$ cat src/rtl/sample_buffer_reader.sv
`default_nettype none
// ============================================================================
// Module      : sample_buffer_reader
// Description : Bursts sequential reads from a synchronous RAM and streams the
//               samples out through a 2-entry valid/ready FIFO.
// Revision    : 1.0 - initial release
// ============================================================================
module sample_buffer_reader #(
    parameter int ADDR_WIDTH = 8,
    parameter int DATA_WIDTH = 8,
    parameter int DEPTH      = 256
) (
    input  logic                  i_clk,
    input  logic                  i_rst_n,
    input  logic                  i_start,
    input  logic [ADDR_WIDTH-1:0] i_start_addr,
    input  logic [ADDR_WIDTH:0]   i_length,
    output logic [ADDR_WIDTH-1:0] o_rd_addr,
    input  logic [DATA_WIDTH-1:0] i_rd_data,
    output logic [DATA_WIDTH-1:0] o_data,
    output logic                  o_valid,
    input  logic                  i_ready,
    output logic                  o_busy,
    output logic                  o_done
);

    localparam logic [1:0] c_st_idle  = 2'd0;
    localparam logic [1:0] c_st_read  = 2'd1;
    localparam logic [1:0] c_st_drain = 2'd2;
    localparam logic [1:0] c_st_done  = 2'd3;

    localparam logic [ADDR_WIDTH-1:0] c_last_addr = ADDR_WIDTH'(DEPTH - 1);
    localparam logic [ADDR_WIDTH-1:0] c_addr_one  = ADDR_WIDTH'(1);
    localparam logic [ADDR_WIDTH:0]   c_depth     = (ADDR_WIDTH + 1)'(DEPTH);
    localparam logic [ADDR_WIDTH:0]   c_len_one   = (ADDR_WIDTH + 1)'(1);

    logic [1:0]            r_state;
    logic [1:0]            w_state_next;
    logic [ADDR_WIDTH-1:0] r_rd_addr;
    logic [ADDR_WIDTH:0]   r_remaining;
    logic                  r_inflight;
    logic [DATA_WIDTH-1:0] r_fifo [0:1];
    logic                  r_wr_ptr;
    logic                  r_rd_ptr;
    logic [1:0]            r_count;

    logic                  w_pop;
    logic                  w_push;
    logic [2:0]            w_occupancy;
    logic                  w_issue;
    logic                  w_accept;
    logic [ADDR_WIDTH:0]   w_len_clamped;

    assign w_pop         = o_valid & i_ready;
    assign w_push        = r_inflight;
    // Slots already claimed once this edge's pop is accounted for; at most
    // two samples may ever be buffered or on their way from the RAM.
    assign w_occupancy   = {1'b0, r_count} + {2'b00, r_inflight} - {2'b00, w_pop};
    assign w_issue       = (r_state == c_st_read) && (r_remaining != '0) && (w_occupancy < 3'd2);
    assign w_accept      = (r_state == c_st_idle) && i_start;
    assign w_len_clamped = (i_length > c_depth) ? c_depth : i_length;

    always_ff @(posedge i_clk or negedge i_rst_n) begin
        if (!i_rst_n) begin
            r_state <= c_st_idle;
        end else begin
            r_state <= w_state_next;
        end
    end

    always_comb begin
        w_state_next = r_state;
        case (r_state)
            c_st_idle: begin
                if (i_start) begin
                    w_state_next = (i_length == '0) ? c_st_done : c_st_read;
                end
            end
            c_st_read: begin
                if (w_issue && (r_remaining == c_len_one)) begin
                    w_state_next = c_st_drain;
                end
            end
            c_st_drain: begin
                if ((r_count == 2'd0) && !r_inflight) begin
                    w_state_next = c_st_done;
                end
            end
            c_st_done: begin
                w_state_next = c_st_idle;
            end
            default: begin
                w_state_next = c_st_idle;
            end
        endcase
    end

    always_ff @(posedge i_clk or negedge i_rst_n) begin
        if (!i_rst_n) begin
            r_rd_addr   <= '0;
            r_remaining <= '0;
            r_inflight  <= 1'b0;
            r_wr_ptr    <= 1'b0;
            r_rd_ptr    <= 1'b0;
            r_count     <= 2'd0;
            for (int i = 0; i < 2; i++) begin
                r_fifo[i] <= '0;
            end
        end else begin
            r_inflight <= w_issue;
            if (w_accept && (i_length != '0)) begin
                r_rd_addr   <= i_start_addr;
                r_remaining <= w_len_clamped;
            end else if (w_issue) begin
                r_rd_addr   <= (r_rd_addr == c_last_addr) ? '0 : r_rd_addr + c_addr_one;
                r_remaining <= r_remaining - c_len_one;
            end
            // RAM data for the read issued on the previous edge lands now.
            if (w_push) begin
                r_fifo[r_wr_ptr] <= i_rd_data;
                r_wr_ptr         <= ~r_wr_ptr;
            end
            if (w_pop) begin
                r_rd_ptr <= ~r_rd_ptr;
            end
            r_count <= r_count + {1'b0, w_push} - {1'b0, w_pop};
        end
    end

    assign o_rd_addr = r_rd_addr;
    assign o_data    = r_fifo[r_rd_ptr];
    assign o_valid   = (r_count != 2'd0);
    assign o_busy    = (r_state != c_st_idle);
    assign o_done    = (r_state == c_st_done);

endmodule
`default_nettype wire

$ cat config.mk
export PLATFORM = sky130hd
export DESIGN_NAME = sample_buffer_reader
export DESIGN_NICKNAME = d
export VERILOG_FILES = /design/src/rtl/sample_buffer_reader.sv
export SDC_FILE = /design/constraint.sdc
export NUM_CORES = 1
export LEC_CHECK = 0
export ABC_AREA = 1
export CAP_MARGIN = 20
export CORE_UTILIZATION = 56
export CTS_CLUSTER_SIZE = 25
export DETAILED_ROUTE_END_ITERATION = 16
export HOLD_SLACK_MARGIN = 0.06
export PLACE_DENSITY = 0.85
export SYNTH_ARGS = -nofsm -noshare
export SYNTH_HDL_FRONTEND = slang
export SYNTH_SLANG_ARGS = --single-unit
export TNS_END_PERCENT = 10
$ cat constraint.sdc
create_clock -name i_clk -period 6.8 [get_ports i_clk]
set_input_delay 1.36 -clock i_clk [delete_from_list [all_inputs] [get_ports i_clk]]
set_output_delay 1.36 -clock i_clk [all_outputs]
set_load 0.005 [all_outputs]
==> results of run 1 <==
==> area by class of cell <==
cell class / instances / area, sq um
inverters: 52 / 198
well taps: 50 / 62.6
fillers: 324 / 1060
flip-flops and latches: 40 / 1000
multi-input cells: 257 / 1240
clock inverters: 3 / 42.5
repair buffers: 47 / 465
clock buffers: 5 / 68.8
==> registers in the layout, indices dropped and copies added (netlist names) <==
name         count
r_state          2
r_wr_ptr         1
r_fifo          16
o_rd_addr        8
r_rd_ptr         1
r_remaining      9
r_inflight       1
r_count          2
==> worst paths after layout <==
check                                            start                  endpoint  slack, ps
worst max-delay path                           i_ready  o_rd_addr[7]$_DFFE_PN0P_       3220
worst min-delay path            r_fifo[12]$_DFFE_PN0P_    r_fifo[12]$_DFFE_PN0P_        490
worst max register to register    r_count[1]$_DFF_PN0_  o_rd_addr[7]$_DFFE_PN0P_       4070
worst min register to register  r_fifo[12]$_DFFE_PN0P_    r_fifo[12]$_DFFE_PN0P_        490
max in group asynchronous                      i_rst_n     r_fifo[9]$_DFFE_PN0P_       5080
min in group asynchronous                      i_rst_n      r_count[1]$_DFF_PN0_       1170
==> cell usage in the layout (no fill, tap or decap), types with 3 or more instances in the layout <==
cell type and n:
a21oi_1 3, clkbuf_8 5, clkdlybuf4s50_1 46, dfrtp_1 40, ha_1 11, inv_1 47
inv_2 3, nand2_1 132, nand2_2 3, nand2_4 3, nand3_1 29, nand4_1 3
nor2_1 33, o21ai_0 26, xor2_1 4
==> kinds of logic after synthesis <==
kind of cell    count (synthesis)
compound gates                 32
simple gates                  208
xor+xnor                        5
buf+inv                        59
fa+ha+maj                      12
flops                          40
==> metal layers <==
| layer | GRT usage | part of all wire | wire length (microns) | vias to the layer above |
|---|---|---|---|---|
| met5 | 0 | 0 | 0 | - |
| met4 | 0.0485 | 0.0072 | 38 | 0 |
| met3 | 0.0543 | 0.051 | 272 | 7 |
| met2 | 0.434 | 0.50 | 2660 | 63 |
| met1 | 0.305 | 0.44 | 2340 | 1049 |
| li1 | - | - | - | 1184 |
==> where the power goes <==
part | internal, uW | total (uW) | leakage, uW | switching, uW
combinational | 318 | 705 | 0.00109 | 387
sequential | 360 | 469 | 0.000486 | 109
clock | 109 | 192 | 0.0000541 | 83.4
==> synth_stat cells (all sizes together) <==
library cell	number	area, sq um
buf	3	33.8
ha	11	138
nand3b	1	7.51
nand4	3	18.8
xnor2	1	8.76
fa	1	20.0
clkinv	1	3.75
nand3	29	145
clkbuf	4	15.0
nor2	35	141
xor2	4	35.0
nand2	138	548
o21a	1	7.51
a21oi	4	23.8
o21ai	26	130
dfrtp	40	1000
o21bai	1	7.51
or2	2	12.5
inv	51	194
==> stage by stage <==
step	hold WS (ps)	setup WS, ps	area, sq um	util
finish	489	3220	3080	0.744
CTS	494	3240	3080	0.744
detailed placement	475	2930	2970	0.717
floorplan	453	3470	2490	-
global route	523	3060	3080	0.744
global placement	465	3010	2970	0.717
==> worst max-delay path, delay by kind of cell <==
kind / cells / cell delay (ps)
buffers and inverters: 4 / 590
AND/OR/NAND/NOR: 7 / 920
adder cells (fa/ha/maj): 3 / 890
==> impl_metrics.json, run 1 <==
{
  "status": "finished, final reports clean",
  "chipWidth_microns": 68.7,
  "vias_per_cell": 5.07,
  "num_vias": 2303,
  "maxCapViolCount": 0,
  "ys_seq_area_frac": 0.402,
  "ctsHoldBuffers": 0,
  "overflow": 0,
  "path_cells": "clkdlybuf4s50_1, nand2_1, inv_1, ha_1, inv_1, ha_1, fa_1, nand3b_1, nor2_1, nand2_4, nand2_4, inv_4, nand2_1, nand3_1",
  "grt_pass1_wl_microns": 8670,
  "relSlewSlack": 0.419,
  "ios": 48,
  "period_minus_slack_ps": 3580,
  "end_kind": "flip-flop",
  "grt_max_degree": 41,
  "ant_nets": 0,
  "crit_required_ps": 6980,
  "die_area_sq_mm": 0.00472,
  "synth-simple-area-share": 0.351,
  "rsz0062_at_grt": "false",
  "min-delay-path-class": "flip-flop to flip-flop",
  "final_cells": 454,
  "port_buffers": 47,
  "syn_inst": 356,
  "synthAdderAreaFrac": 0.0633,
  "grtUsageTotal": 0.245,
  "initial_core_util": 0.601,
  "dr.pass1.iters": 4,
  "ctsResizeCount": 0,
  "clockBufferDepth": 2,
  "period_share": 0.527,
  "vdd_ir_drop_max_mv": 0.281,
  "arrival_ps": 3760,
  "drv_slew": 0,
  "synth_top_family_by_area": "simple AND/OR/NAND/NOR gates",
  "place.gp.congestion": 0.964,
  "core-area_sq_mm": 0.00414,
  "yosys_warnings": 0,
  "post-dp-hpwl_microns": 3880,
  "path_class": "input port to flip-flop",
  "synth_compound_area_frac": 0.0678,
  "synth_nets": 397,
  "cts.sinks": 40,
  "cts_made_buffers": 5,
  "path_max_fanout": 14,
  "slowest_stage": "fa_1",
  "dieHeight_microns": 68.7,
  "drive_gt1_frac": 0.0569,
  "syn_area_sq_mm": 0.00249,
  "cts-root-buf": "clkbuf_8",
  "cts_max_level": 2,
  "diodes": 0,
  "drt_iter0_drc": 114,
  "postCtsSetupBuffers": 0,
  "worst-r2r-cell-count": 15,
  "finClkSkew_ps": 3.04,
  "wl_per_cell_microns": 11.7,
  "synth_cell_types": 29,
  "post-place-cells": 446,
  "cts_tree": "yes",
  "synth_seq_cells": 40,
  "row_count": 23,
  "grt_pass1_vias": 2049,
  "powerDensity_mw_per_mm2": 443,
  "clkLatencyLatePin_ps": 290,
  "max_freq_mhz": 279,
  "nets": 444,
  "p_total_uw": 1370,
  "fin_setup_tns_ps": 0,
  "worst_path_largest_cell_delay_ps": 450,
  "synth_xor_area_frac": 0.0176,
  "total_leakage_power_uw": 0.00163,
  "antenna_found_initial": 0,
  "syn2layout_area_growth_pct": 23.7,
  "syn_avg_cell_area_sq_um": 7.00,
  "timing_worst_slew_pin_value_ps": 871,
  "drc": 0,
  "hold_path_depth": 2,
  "critPathLaunchType": "input port",
  "drt_wl_total_microns": 5310,
  "hold_viol": 0,
  "setup_viol": 0,
  "clk_pin_slew_ps": 80,
  "synth.area.mux_share": 0
}
Note: power is estimated with default switching activity, not from simulation.
==> run 2: changes to the inputs <==
--- a/config.mk
+++ b/config.mk
@@ -7,11 +7,11 @@
 export LEC_CHECK = 0
 export ABC_AREA = 1
 export CAP_MARGIN = 20
-export CORE_UTILIZATION = 56
+export CORE_UTILIZATION = 52
 export CTS_CLUSTER_SIZE = 25
 export DETAILED_ROUTE_END_ITERATION = 16
 export HOLD_SLACK_MARGIN = 0.06
-export PLACE_DENSITY = 0.85
+export PLACE_DENSITY = 0.8
 export SYNTH_ARGS = -nofsm -noshare
 export SYNTH_HDL_FRONTEND = slang
 export SYNTH_SLANG_ARGS = --single-unit
==> constraint.sdc (replaced) <==
create_clock -name i_clk -period 3.55 [get_ports i_clk]
set_input_delay 0.71 -clock i_clk [delete_from_list [all_inputs] [get_ports i_clk]]
set_output_delay 0.71 -clock i_clk [all_outputs]
set_load 0.005 [all_outputs]
==> run 2 against run 1 <==
  * The flow now finishes with violations (design-rule violations)
  * Global-route usage is 1.4 points lower
  * Combinational power is 90% higher
  * Sequential cell count stayed put
  * Final cell count is 0.44% higher
  * First-iteration DRC count is 89% higher
  * Sequential share of layout area is 0.23 points higher
  * Critical path type unchanged
  * Critical endpoint is now o_rd_addr[3]$_DFFE_PN0P_
  * Largest cell class unchanged
  * Highest routed layer unchanged
==> impl_metrics.json, run 2 (same netlist as run 1, synthesis figures left out) <==
{
  "status": "finished with violations",
  "violations": "design-rule violations",
  "nets": 444,
  "clockBufferDepth": 2,
  "dr.pass1.iters": 10,
  "post-dp-hpwl_microns": 3860,
  "period_share": 0.816,
  "pwr-share-comb": 0.530,
  "antenna_found_initial": 0,
  "fillers": 397,
  "ctsResizeCount": 0,
  "vdd_ir_drop_max_mv": 0.359,
  "finClkSkew_ps": 6.21,
  "ant_nets": 0,
  "num_vias": 2282,
  "rsz0062_at_grt": "false",
  "maxCapViolCount": 0,
  "max_freq_mhz": 345,
  "powerDensity_mw_per_mm2": 826,
  "grt_pass1_vias": 2155,
  "syn2layout_area_growth_pct": 22.9,
  "cts_made_buffers": 5,
  "fin_setup_tns_ps": 0,
  "clkLatencyLatePin_ps": 290,
  "drive_gt1_frac": 0.0569,
  "setup_viol": 0,
  "final_area_sq_mm": 0.00306,
  "multiInputGateArea_sq_mm": 0.00124,
  "cts_tree": "yes",
  "wl_per_cell_microns": 11.5,
  "core-area_sq_mm": 0.00447,
  "final_cell_mix": "132 x nand2_1, 47 x inv_1, 46 x clkdlybuf4s50_1",
  "ctsHoldBuffers": 0,
  "overflow": 0,
  "place.gp.congestion": 0.869,
  "row_count": 24,
  "min-delay-path-class": "flip-flop to flip-flop",
  "top_register": "r_fifo",
  "grt_max_degree": 41,
  "critPathLaunchType": "input port",
  "sw_frac_of_total": 0.432,
  "mostFrequentLayoutCell": "nand2_1",
  "drt_iter0_drc": 215,
  "drt_wl_total_microns": 5250,
  "period_minus_slack_ps": 2900,
  "postCtsSetupBuffers": 0,
  "cts.sinks": 40,
  "port_buffers": 47,
  "end_kind": "flip-flop",
  "cts_max_level": 2,
  "arrival_ps": 3070,
  "seq_power_share": 0.353,
  "drc": 4,
  "total_leakage_power_uw": 0.00163,
  "die_area_sq_mm": 0.00507,
  "relSlewSlack": 0.405,
  "regArea_sq_mm": 0.00100,
  "largest_reg_flops": 16,
  "crit_required_ps": 3730,
  "dpl_cell_area_sq_mm": 0.00297,
  "chipWidth_microns": 71.2,
  "diodes": 0,
  "dieHeight_microns": 71.2,
  "clk_pin_slew_ps": 80,
  "r2r_slack_ps": 870,
  "timing_worst_slew_pin_value_ps": 892,
  "path_max_fanout": 14,
  "hold_viol": 0,
  "path_class": "input port to flip-flop",
  "ios": 48,
  "drv_slew": 0,
  "cts-root-buf": "clkbuf_8",
  "grtUsageTotal": 0.230,
  "power.switching_uw": 1090,
  "initial_core_util": 0.557,
  "clkPwrFrac": 0.117,
  "internal_power_uw": 1440,
  "vias_per_cell": 5.00,
  "grt_pass1_wl_microns": 9250
}
## run 2: cell count changes in the layout (fill, tap and decap cells not counted)
| cell | delta |
|---|---|
| bufinv_16 | -1 |
| clkinv_2 | +1 |
| clkinv_4 | +1 |
| clkinvlp_4 | -1 |
## run 2: power by group through the flow
stage / combinational, uW / sequential [uW] / clock [uW]
2_1_floorplan: 919 / 842 / 0
3_3_place_gp: 1310 / 892 / 0
3_5_place_dp: 1350 / 898 / 0
4_1_cts: 1360 / 890 / 308
5_1_grt: 1550 / 924 / 329
6_report: 1340 / 892 / 295
## run 2: path summary, 6_finish.rpt
kind                                       startpoint                       end  depth (start not counted)
worst min register to register  r_fifo[4]$_DFFE_PN0P_     r_fifo[4]$_DFFE_PN0P_                          2
worst max-delay path                          i_ready  o_rd_addr[3]$_DFFE_PN0P_                         14
worst min-delay path            r_fifo[4]$_DFFE_PN0P_     r_fifo[4]$_DFFE_PN0P_                          2
max in group asynchronous                     i_rst_n     r_fifo[8]$_DFFE_PN0P_                          1
min in group asynchronous                     i_rst_n    r_state[1]$_DFFE_PN0P_                          1
worst max register to register   r_count[1]$_DFF_PN0_  o_rd_addr[3]$_DFFE_PN0P_                         15
## run 2: final cells by class
class,instances,area share
Clock buffer,5,0.0225
Clock inverter,3,0.00613
Inverter,52,0.0646
Multi-Input combinational cell,257,0.406
Sequential cell,40,0.327
Tap cell,52,0.0213
Timing Repair Buffer,47,0.152
## run 2: per-layer routing
metal | share of wire | GRT usage
met5 | 0 | 0
met4 | 0.010 | 0.0667
met3 | 0.035 | 0.0464
met2 | 0.48 | 0.382
met1 | 0.47 | 0.307
## run 2: critical path, stage by stage
cell             delay (ps)
clkdlybuf4s50_1         400
nand2_1                  90
inv_1                    50
ha_1                    270
inv_1                    40
ha_1                    180
fa_1                    450
nand3b_1                170
nor2_1                  210
nand2_4                 150
nand2_4                 140
inv_4                    90
nand2_1                  60
nand3_1                  60
## run 2: through the flow
stage / std cells / setup WS [ps] / total power (uW) / hold slack [ps] / util
2_1_floorplan: 356 / 867 / 1760 / 414 / -
3_3_place_gp: 448 / 415 / 2200 / 466 / 0.664
3_5_place_dp: 448 / 298 / 2240 / 473 / 0.664
4_1_cts: 456 / 620 / 2550 / 494 / 0.684
5_1_grt: 456 / 419 / 2800 / 517 / 0.684
6_report: 456 / 652 / 2530 / 492 / 0.684
==> run 3: changes to the inputs <==
--- a/config.mk
+++ b/config.mk
@@ -7,11 +7,11 @@
 export LEC_CHECK = 0
 export ABC_AREA = 1
 export CAP_MARGIN = 20
-export CORE_UTILIZATION = 52
+export CORE_UTILIZATION = 47
 export CTS_CLUSTER_SIZE = 25
 export DETAILED_ROUTE_END_ITERATION = 16
 export HOLD_SLACK_MARGIN = 0.06
-export PLACE_DENSITY = 0.8
+export PLACE_DENSITY = 0.76
 export SYNTH_ARGS = -nofsm -noshare
 export SYNTH_HDL_FRONTEND = slang
 export SYNTH_SLANG_ARGS = --single-unit
==> constraint.sdc (replaced) <==
create_clock -name i_clk -period 2.35 [get_ports i_clk]
set_input_delay 0.47 -clock i_clk [delete_from_list [all_inputs] [get_ports i_clk]]
set_output_delay 0.47 -clock i_clk [all_outputs]
set_load 0.005 [all_outputs]
==> run 3 against run 2 <==
  * The run ends with negative setup slack left
  * Combinational power is 100% higher
  * Critical endpoint is now o_rd_addr[0]$_DFFE_PN0P_
  * Final cell count is 11% higher
  * Via count is 7.7% higher
  * Non-clock buffer count is 29 higher
  * Register-to-register slack worse by 1100 ps
  * First-iteration DRC count is 49% lower
==> impl_metrics.json, run 3 (same netlist as run 1, synthesis figures left out) <==
{
  "maxCapViolCount": 0,
  "timing_worst_slew_pin_value_ps": 504,
  "num_vias": 2458,
  "core-area_sq_mm": 0.00511,
  "critPathLaunchType": "flip-flop",
  "rsz0062_at_grt": "true",
  "path_max_fanout": 7,
  "clkLatencyLatePin_ps": 290,
  "drv_slew": 0,
  "multiInputGateArea_sq_mm": 0.00137,
  "end_kind": "flip-flop",
  "arrival_ps": 2740,
  "vias_per_cell": 4.87,
  "cts-root-buf": "clkbuf_8",
  "period_minus_slack_ps": 2570,
  "antenna_found_initial": 0,
  "syn2layout_area_growth_pct": 41.4,
  "fin_setup_tns_ps": -3810,
  "place.gp.congestion": 0.917,
  "initial_core_util": 0.488,
  "cts_tree": "yes",
  "status": "finished with violations",
  "nets": 475,
  "crit_required_ps": 2530,
  "ant_nets": 0,
  "overflow": 0,
  "cts_made_buffers": 5,
  "ios": 48,
  "setup_slack_ps": -218,
  "mostFrequentLayoutCell": "nand2_1",
  "post-dp-hpwl_microns": 3950,
  "drt_iter0_drc": 110,
  "clockBufferDepth": 2,
  "worst-r2r-cell-count": 15,
  "path_class": "flip-flop to flip-flop",
  "fillers": 437,
  "max_freq_mhz": 389,
  "cts.sinks": 40,
  "dr.pass1.iters": 4,
  "finClkSkew_ps": 10.5,
  "final_cell_mix": "123 x nand2_1, 45 x clkdlybuf4s50_1, 43 x inv_1",
  "dieHeight_microns": 74.8,
  "vdd_ir_drop_max_mv": 0.690,
  "diodes": 0,
  "wl_per_cell_microns": 12.1,
  "drt_wl_total_microns": 6100,
  "drive_gt1_frac": 0.179,
  "crit_start": "r_count[1]$_DFF_PN0_",
  "r2r_start": "r_count[1]$_DFF_PN0_",
  "top_register": "r_fifo",
  "dp_slack_ps": -579,
  "relSlewSlack": 0.664,
  "setup_viol": 20,
  "grt_pass1_vias": 2236,
  "period_share": 1.09,
  "grtUsageTotal": 0.233,
  "clk_pin_slew_ps": 90,
  "hold_viol": 0,
  "cts_max_level": 2,
  "drc": 0,
  "total_leakage_power_uw": 0.00183,
  "die_area_sq_mm": 0.00560,
  "min-delay-path-class": "input port to async pin",
  "ctsHoldBuffers": 0,
  "row_count": 26,
  "grt_pass1_wl_microns": 9900,
  "port_buffers": 47,
  "powerDensity_mw_per_mm2": 1310,
  "violations": "negative setup slack",
  "largest_reg_flops": 16,
  "regArea_sq_mm": 0.00100,
  "grt_max_degree": 28,
  "chipWidth_microns": 74.8
}
[run 3: final cells by class]
type	instances	area share
clock buffer	6	0.0234
multi-input combinational	258	0.388
timing repair inverter	1	0.00320
timing repair buffer	76	0.206
tap	70	0.0249
clock inverter	2	0.0110
inverter	52	0.0590
sequential	40	0.284
[run 3: report_power, final]
part | internal (uW) | switching, uW
registers | 1040 | 298
logic | 1290 | 1390
clock network | 347 | 242
[run 3: per-layer routing]
metal  track usage  up-vias  wire length [microns]
met2         0.416       54                   3160
met1         0.294     1145                   2730
met5             0        -                      0
met4        0.0524        0                     23
li1              -     1255                      -
met3        0.0428        4                    186
[run 3: worst paths after layout]
kind | end | slack (ps)
worst max-delay path | o_rd_addr[0]$_DFFE_PN0P_ | -220
worst max register to register | o_rd_addr[0]$_DFFE_PN0P_ | -220
min in group i_clk | r_fifo[9]$_DFFE_PN0P_ | 490
worst min register to register | r_fifo[9]$_DFFE_PN0P_ | 490
worst min-delay path | r_state[1]$_DFFE_PN0P_ | 60
max in group asynchronous | o_rd_addr[5]$_DFFE_PN0P_ | 1620
[run 3: worst max-delay path: stages (launching register included)]
cell	delay, ps
dfrtp_1	400
inv_2	90
nand2_4	60
nand2_4	80
inv_4	40
ha_4	250
inv_2	40
ha_4	140
fa_1	470
nand3b_1	220
nor2_4	210
nand2_4	130
nand2_8	130
inv_8	60
nand2_2	60
nand3_2	50
[run 3: repair_timing]
item / 4_1_cts / 5_1_grt
endpoints found under the setup margin: 20 / 21
pin swaps: 8 / 6
buffers inserted: 18 / 2
gates cloned: 2 / 0
resized for setup: 39 / 11
[run 3: through the flow]
step | power [uW] | hold WS (ps) | instance area, sq um | instances | util
6_report | 4610 | 58.8 | 3520 | 505 | 0.690
5_1_grt | 5030 | 82.9 | 3520 | 505 | 0.690
4_1_cts | 4480 | 72.5 | 3470 | 503 | 0.680
3_5_place_dp | 3510 | 388 | 3070 | 475 | 0.601
3_3_place_gp | 3440 | 386 | 3070 | 475 | 0.601
2_1_floorplan | 2680 | 174 | 2500 | 356 | -
